$ cat config.mk
export PLATFORM = sky130hd
export DESIGN_NAME = mfcc_melbank_ctrl
export DESIGN_NICKNAME = d
export VERILOG_FILES = /design/src/rtl/mfcc_melbank_ctrl.sv
export SDC_FILE = /design/constraint.sdc
export NUM_CORES = 1
export LEC_CHECK = 0
export ABC_AREA = 1
export CORE_MARGIN = 2
export CORE_UTILIZATION = 50
export CTS_BUF_LIST = sky130_fd_sc_hd__clkbuf_4 sky130_fd_sc_hd__clkbuf_8 sky130_fd_sc_hd__clkbuf_16
export DETAILED_ROUTE_END_ITERATION = 7
export PLACE_DENSITY = 0.69
export SYNTH_ARGS = -nofsm -noshare
export SYNTH_HDL_FRONTEND = slang
export SYNTH_SLANG_ARGS = --single-unit
export TNS_END_PERCENT = 100
$ cat constraint.sdc
create_clock -name clk -period 10.2 [get_ports clk]
set_input_delay 2.04 -clock clk [delete_from_list [all_inputs] [get_ports clk]]
set_output_delay 2.04 -clock clk [all_outputs]
set_load 0.01 [all_outputs]
$ cat src/rtl/mfcc_melbank_ctrl.sv
// Mel filterbank controller.
// For each filter it streams every spectrum bin through a three-stage pipeline:
// weight capture, weight*power product, then a saturating accumulate.
// The finished mel energy of each filter is presented on a valid/ready output.
module mfcc_melbank_ctrl #(
  parameter int NBINS  = 257,
  parameter int NFILT  = 26,
  parameter int SPEC_W = 32,
  parameter int ACC_W  = 48
) (
  input  logic              clk,
  input  logic              rst_n,
  input  logic              start,
  output logic              busy,
  output logic              done,
  output logic [4:0]        rom_sel,
  output logic [8:0]        rom_addr,
  input  logic [7:0]        rom_data,
  output logic              spec_rd_en,
  output logic [8:0]        spec_addr,
  input  logic [SPEC_W-1:0] spec_data,
  output logic              mel_valid,
  input  logic              mel_ready,
  output logic [ACC_W-1:0]  mel_data,
  output logic [4:0]        mel_idx
);

  localparam int PROD_W = 8 + SPEC_W;
  localparam int SUM_W  = ((ACC_W > PROD_W) ? ACC_W : PROD_W) + 1;
  localparam logic [8:0] LAST_BIN  = 9'(NBINS - 1);
  localparam logic [4:0] LAST_FILT = 5'(NFILT - 1);

  typedef enum logic [1:0] {
    IDLE  = 2'd0,
    RUN   = 2'd1,
    DRAIN = 2'd2,
    OUT   = 2'd3
  } state_t;

  state_t state, state_nxt;

  logic [4:0]        filt;
  logic [8:0]        bin;
  logic              drain_cnt;
  logic              accept;
  logic              handshake;
  logic              last_filt;

  logic [7:0]        w_p1;
  logic              vld_p1;
  logic [PROD_W-1:0] prod_p2;
  logic              vld_p2;
  logic [ACC_W-1:0]  acc;
  logic [ACC_W-1:0]  acc_sum;

  // Unsigned add of a product into the accumulator, clamping to all-ones on
  // overflow. Once clamped, any further nonzero product overflows again, so
  // the saturated value sticks for the rest of the filter.
  function automatic logic [ACC_W-1:0] sat_add(input logic [ACC_W-1:0]  a,
                                               input logic [PROD_W-1:0] b);
    logic [SUM_W-1:0] s;
    logic [SUM_W-1:0] lim;
    s   = SUM_W'(a) + SUM_W'(b);
    lim = SUM_W'({ACC_W{1'b1}});
    if (s > lim) begin
      return {ACC_W{1'b1}};
    end
    return s[ACC_W-1:0];
  endfunction

  assign accept    = (state == IDLE) && start;
  assign handshake = (state == OUT) && mel_ready;
  assign last_filt = (filt == LAST_FILT);
  assign acc_sum   = vld_p2 ? sat_add(acc, prod_p2) : acc;

  assign rom_sel   = filt;
  assign rom_addr  = bin;
  assign spec_addr = bin;

  // FSM state register
  always_ff @(posedge clk or negedge rst_n) begin
    if (!rst_n) begin
      state <= IDLE;
    end else begin
      state <= state_nxt;
    end
  end

  // FSM next-state: DRAIN waits two cycles so the last product lands in acc
  always_comb begin
    state_nxt = state;
    case (state)
      IDLE:    if (start) state_nxt = RUN;
      RUN:     if (bin == LAST_BIN) state_nxt = DRAIN;
      DRAIN:   if (drain_cnt) state_nxt = OUT;
      OUT:     if (mel_ready) state_nxt = last_filt ? IDLE : RUN;
      default: state_nxt = IDLE;
    endcase
  end

  // FSM outputs decoded from the current state
  always_comb begin
    busy       = (state != IDLE);
    spec_rd_en = (state == RUN);
    mel_valid  = (state == OUT);
  end

  // Filter/bin counters; bin holds at its last value outside RUN
  always_ff @(posedge clk or negedge rst_n) begin
    if (!rst_n) begin
      filt <= '0;
      bin  <= '0;
    end else if (accept) begin
      filt <= '0;
      bin  <= '0;
    end else if (state == RUN) begin
      if (bin != LAST_BIN) bin <= bin + 9'd1;
    end else if (handshake && !last_filt) begin
      filt <= filt + 5'd1;
      bin  <= '0;
    end
  end

  // DRAIN length counter and end-of-frame pulse
  always_ff @(posedge clk or negedge rst_n) begin
    if (!rst_n) begin
      drain_cnt <= 1'b0;
      done      <= 1'b0;
    end else begin
      drain_cnt <= (state == DRAIN) ? ~drain_cnt : 1'b0;
      done      <= handshake && last_filt;
    end
  end

  // Valid flags travelling with the pipeline data
  always_ff @(posedge clk or negedge rst_n) begin
    if (!rst_n) begin
      vld_p1 <= 1'b0;
      vld_p2 <= 1'b0;
    end else begin
      vld_p1 <= (state == RUN);
      vld_p2 <= vld_p1;
    end
  end

  // Stage 1 -> 2: capture ROM weight alongside the spectrum read
  always_ff @(posedge clk) begin
    if (state == RUN) w_p1 <= rom_data;
  end

  // Stage 2 -> 3: weight times spectrum power
  always_ff @(posedge clk) begin
    if (vld_p1) prod_p2 <= PROD_W'(w_p1) * PROD_W'(spec_data);
  end

  // Stage 3: saturating accumulate, cleared at each filter start
  always_ff @(posedge clk or negedge rst_n) begin
    if (!rst_n) begin
      acc <= '0;
    end else if (accept || handshake) begin
      acc <= '0;
    end else begin
      acc <= acc_sum;
    end
  end

  // Output holding register, loaded with the final sum as OUT is entered
  always_ff @(posedge clk or negedge rst_n) begin
    if (!rst_n) begin
      mel_data <= '0;
      mel_idx  <= '0;
    end else if ((state == DRAIN) && drain_cnt) begin
      mel_data <= acc_sum;
      mel_idx  <= filt;
    end
  end

endmodule

== Yosys cells after proc, flatten, opt, wreduce, memory -nomap -nowiden ==
Index checks and enable logic that the tools add are counted.

* Multiply operators: 1
* Bitwise gates (word level): 1
* Reductions and logical operators: 14
* Mux-type cells: 19
* Add/subtract/negate cells: 3
* Magnitude comparators: 1
* Equal/unequal tests: 12

{| class="wikitable"
|+ Operators by type and width
! cell !! count
|-
| $mux W48 || 4
|-
| $add A48 B40 Y49 || 1
|-
| $gt A49 B48 Y1 const B || 1
|-
| $mul A8 B32 Y40 || 1
|-
| $mux W9 || 4
|-
| $mux W5 || 3
|-
| $add A9 B1 Y9 const B || 1
|-
| $eq A9 B9 Y1 const B || 1
|-
| $ne A9 B9 Y1 const B || 1
|-
| $mux W2 || 4
|-
| $pmux W2 S4 || 1
|-
| $ne A2 B1 Y1 const B || 3
|-
| $add A5 B1 Y5 const B || 1
|-
| $eq A5 B5 Y1 const B || 1
|-
| $logic_and A1 B1 Y1 || 5
|-
| $eq A2 B2 Y1 const B || 2
|-
| $ne A2 B2 Y1 const B || 2
|-
| $reduce_and A2 Y1 || 2
|-
| $reduce_and A4 Y1 || 1
|-
| $reduce_bool A2 Y1 || 2
|-
| $mux W1 || 3
|-
| $ne A3 B1 Y1 const B || 1
|-
| $reduce_bool A3 Y1 || 1
|-
| $eq A2 B1 Y1 const B || 1
|-
| 4 further kinds || 4
|}

* Output and inout port bits: 80
* Input port bits: 44
* Logic and storage cells: 63
* Register bits after elaboration: 169

== Longest topological paths before layout ==
* Word-level depth: 6
* Gate-level depth with buffers: 23
* Gate-level depth less buffers: 22

== Least setup slack after synthesis ==
No wires, ideal clock.

* Path type: input to register
* From: in spec_data[0]
* To: reg prod_p2[24], data pin
* Buffers on the path: 1
* Setup slack: 4067 ps
* Setup time: 265 ps
* Stages: 19
* Data arrival time: 5868 ps
* Cell sequence: clkbuf_1 -> nand2_1 -> fa_1 -> fa_1 -> inv_1 -> fa_1 -> inv_1 -> fa_1 -> inv_1 -> ha_1 -> a21oi_1 -> o21ai_0 -> nand2_1 -> nand2_1 -> nand2_1 -> nand2_1 -> a21oi_1 -> o21ai_0 -> xor2_1

* Cells in the longest elaborated chain, start to end: 1

{| class="wikitable"
|+ RTL lines
! element !! line !! text
|-
| start, declared || 21 || <nowiki>input logic [SPEC_W-1:0] spec_data,</nowiki>
|-
| $mul A8 B32 Y40 || 153 || <nowiki>if (vld_p1) prod_p2 <= PROD_W'(w_p1) * PROD_W'(spec_data);</nowiki>
|-
| end signal, assigned || 153 ||
|-
| end, declared || 51 || <nowiki>logic [PROD_W-1:0] prod_p2;</nowiki>
|}

No other way between the ends.
A chain may end at the register's enable or synchronous reset.

== Worst setup path in the final report ==
* From: in spec_data[5]
* To: reg prod_p2[23], data pin

Same word-level chain as after synthesis.

==> qor.yml <==
outcome: "complete, no violations"
final_max_slew_viol_count: 0
cts_sinks: 169
drc_errors: 0
synth-simple-area-share_pct: 28.5
reg2reg_depth: 16
htree_levels: 4
netlist_area_sq_mm: 0.0195
yosysSeqAreaShare_pct: 23.0
fin_crit_sh_pct: 66.0
cts_resized: 0
diodes: 0
hold_path_class: "reg2reg"
drtAntennaViolNets: 0
grt_pass1_wl_mm: 84.6
synthFlopType: "dfrtp_1"
drive_gt1_share_pct: 5.29
cp.required_ns: 10.40
wl_per_cell_microns: 15.2
final_hold_viol_count: 0
layout.nets: 3155
relSlewSlack_pct: 13.4
postSynthNetCount: 3091
core_sq_mm: 0.0386
clk_latency_ns: 0.47
grt_usage_pct: 26.1
arrival_ns: 6.94
dieArea_sq_mm: 0.0405
grt_max_degree: 71
min_period_ns: 6.74
cap_violations: 0
fmax_mhz: 148
reg2reg_from: "w_p1[4]$_DFFE_PP_"
crit_type: "in2reg"
synth-xor-area-share_pct: 2.61
syn_inst: 2757
synth_top_area_cell: "fa_1"
globalplace.congestion: 0.976
max_slew.worst_pin.slew_ns: 1.30
floorplan.initialDensity_pct: 50.5
die_w_microns: 201
synth_most_common_cell: "nand2_1"
yosysWarnings: 0
synthMuxAreaShare_pct: 0
clockBufferDepth: 2
fin_setup_tns_ns: 0
rsz0062_at_grt: "false"
post_cts_buffers: 0
cts_buffers: 17
hold_depth: 1
synth_common_cells: "nand2_1 (866), inv_1 (636), nor2_1 (202)"
syn_area_per_cell_sq_um: 7.06
dp_hpwl_mm: 41.9
die_h_microns: 201
io_buffers: 123
synth_compound_area_share_pct: 5.67
drt_iter0_markers: 925
ys_async_sr_fraction_pct: 71.6
drt_first_pass_iters: 5
skew_ns: 0.0132
grt-ovfl-total: 0
area_growth_pct: 10.9
grt_pass1_vias: 17100
finalSetupViolCount: 0
start_kind: "primary input"
synthTopCellsByArea: "fa_1 (19%), nand2_1 (17%), dfrtp_1 (16%)"
antenna_found_initial: 0
root_buffer: "clkbuf_16"
worstSetupStartpoint: "spec_data[5]"
synth_edf_count: 48
synthAdderAreaFrac_pct: 25.6
synth_top_area_share_pct: 18.6
route.vias.total: 16800
rows: 72
clkTransAtPathRegs_ns: 0.07
cp_max_fo: 8
cts-hold-fix-buffers: 0
num_io_pins: 124
synth_top_family_by_area: "simple AND/OR/NAND/NOR gates"
whs_ns: 0.468
vias_per_cell: 5.02
synth.distinct_cells: 51
end_kind: "flop"
worstHoldStart: "drain_cnt$_DFF_PN0_"
ys_ff_latch: 169
drt-total-wl_mm: 50.8
cts_tree: "yes"
registers in the layout, indices dropped and copies added, names as in the netlist:
signal and cells:
state 2, drain_cnt 1, acc 48, vld_p2 1, prod_p2 40, done 1
mel_data 48, rom_sel 5, w_p1 8, vld_p1 1, rom_addr 9, mel_idx 5
per-layer routing:
metal  part of all wire [%]  GRT usage [%]  up-vias
met1                     44           33.4     8030
met2                     49           45.3      416
met4                    3.4           10.7        0
met5                      0              0        -
met3                    4.1           2.90       95
li1                       -              -     8294
worst max-delay path: stages:
cell	delay [ns]
clkdlybuf4s50_1	0.59
nand2_1	0.15
inv_1	0.07
fa_1	0.52
fa_1	0.53
fa_1	0.55
inv_1	0.06
fa_1	0.52
inv_1	0.04
ha_1	0.38
a21oi_1	0.26
o21ai_0	0.17
a21oi_1	0.18
o21ai_2	0.13
a21boi_1	0.38
o21ai_0	0.17
xor2_1	0.20
final timing paths:
kind,slack [ns],to
min,0.47,drain_cnt$_DFF_PN0_
max in group asynchronous,7.21,mel_idx[2]$_DFFE_PN0P_
min reg2reg,0.47,drain_cnt$_DFF_PN0_
min in group asynchronous,1.69,mel_data[6]$_DFFE_PN0P_
max reg2reg,4.53,prod_p2[23]$_DFFE_PP_
max,3.46,prod_p2[23]$_DFFE_PP_
cell usage in the layout, fill, tap and decap left out, drive strengths merged, types with 10 or more instances in the layout:
cell           synthesis  routed
a21oi                 92      92
buf                   16      13
clkbuf                74      17
clkdlybuf4s50          0     122
clkinv                 2      10
dfrtp                121     121
edfxtp                48      48
fa                   181     181
ha                   109     109
inv                  640     645
nand2                898     898
nand3                 99      99
nand3b                17      17
nand4                 14      14
nor2                 220     220
nor3                  23      23
o21ai                 69      69
or2                   32      32
xnor2                 25      25
xor2                  33      33
final cells by class:
cell class                 count  area, sq um
clock buffer                  17          425
clock inverter                15          166
multi-input combinational   1856        12100
fill                        3796        17000
timing repair buffer         135         1320
tap                          518          648
sequential                   169         4470
inverter                     642         2410
logic make-up (layout without fill, tap and decap cells):
logic type,Yosys count,after routing
AO/OA/AOI/OAI,196,196
XOR/XNOR,58,58
adder cells (fa/ha/maj),290,290
buffers and inverters,732,809
flip-flops,169,169
AND/OR/NAND/NOR,1312,1312
metrics by stage:
step / util, % / setup WS, ns / cell area (sq um) / cells
2_1_floorplan: - / 4.07 / 19500 / 2757
3_3_place_gp: 54.4 / 3.04 / 21000 / 3320
3_5_place_dp: 54.4 / 3.05 / 21000 / 3320
4_1_cts: 56.0 / 3.58 / 21600 / 3352
5_1_grt: 56.0 / 3.21 / 21600 / 3352
6_report: 56.0 / 3.46 / 21600 / 3352
Power is left out: the tool's default activity adds up to more than one toggle a clock period on the data nets, which glitch-free logic cannot reach.
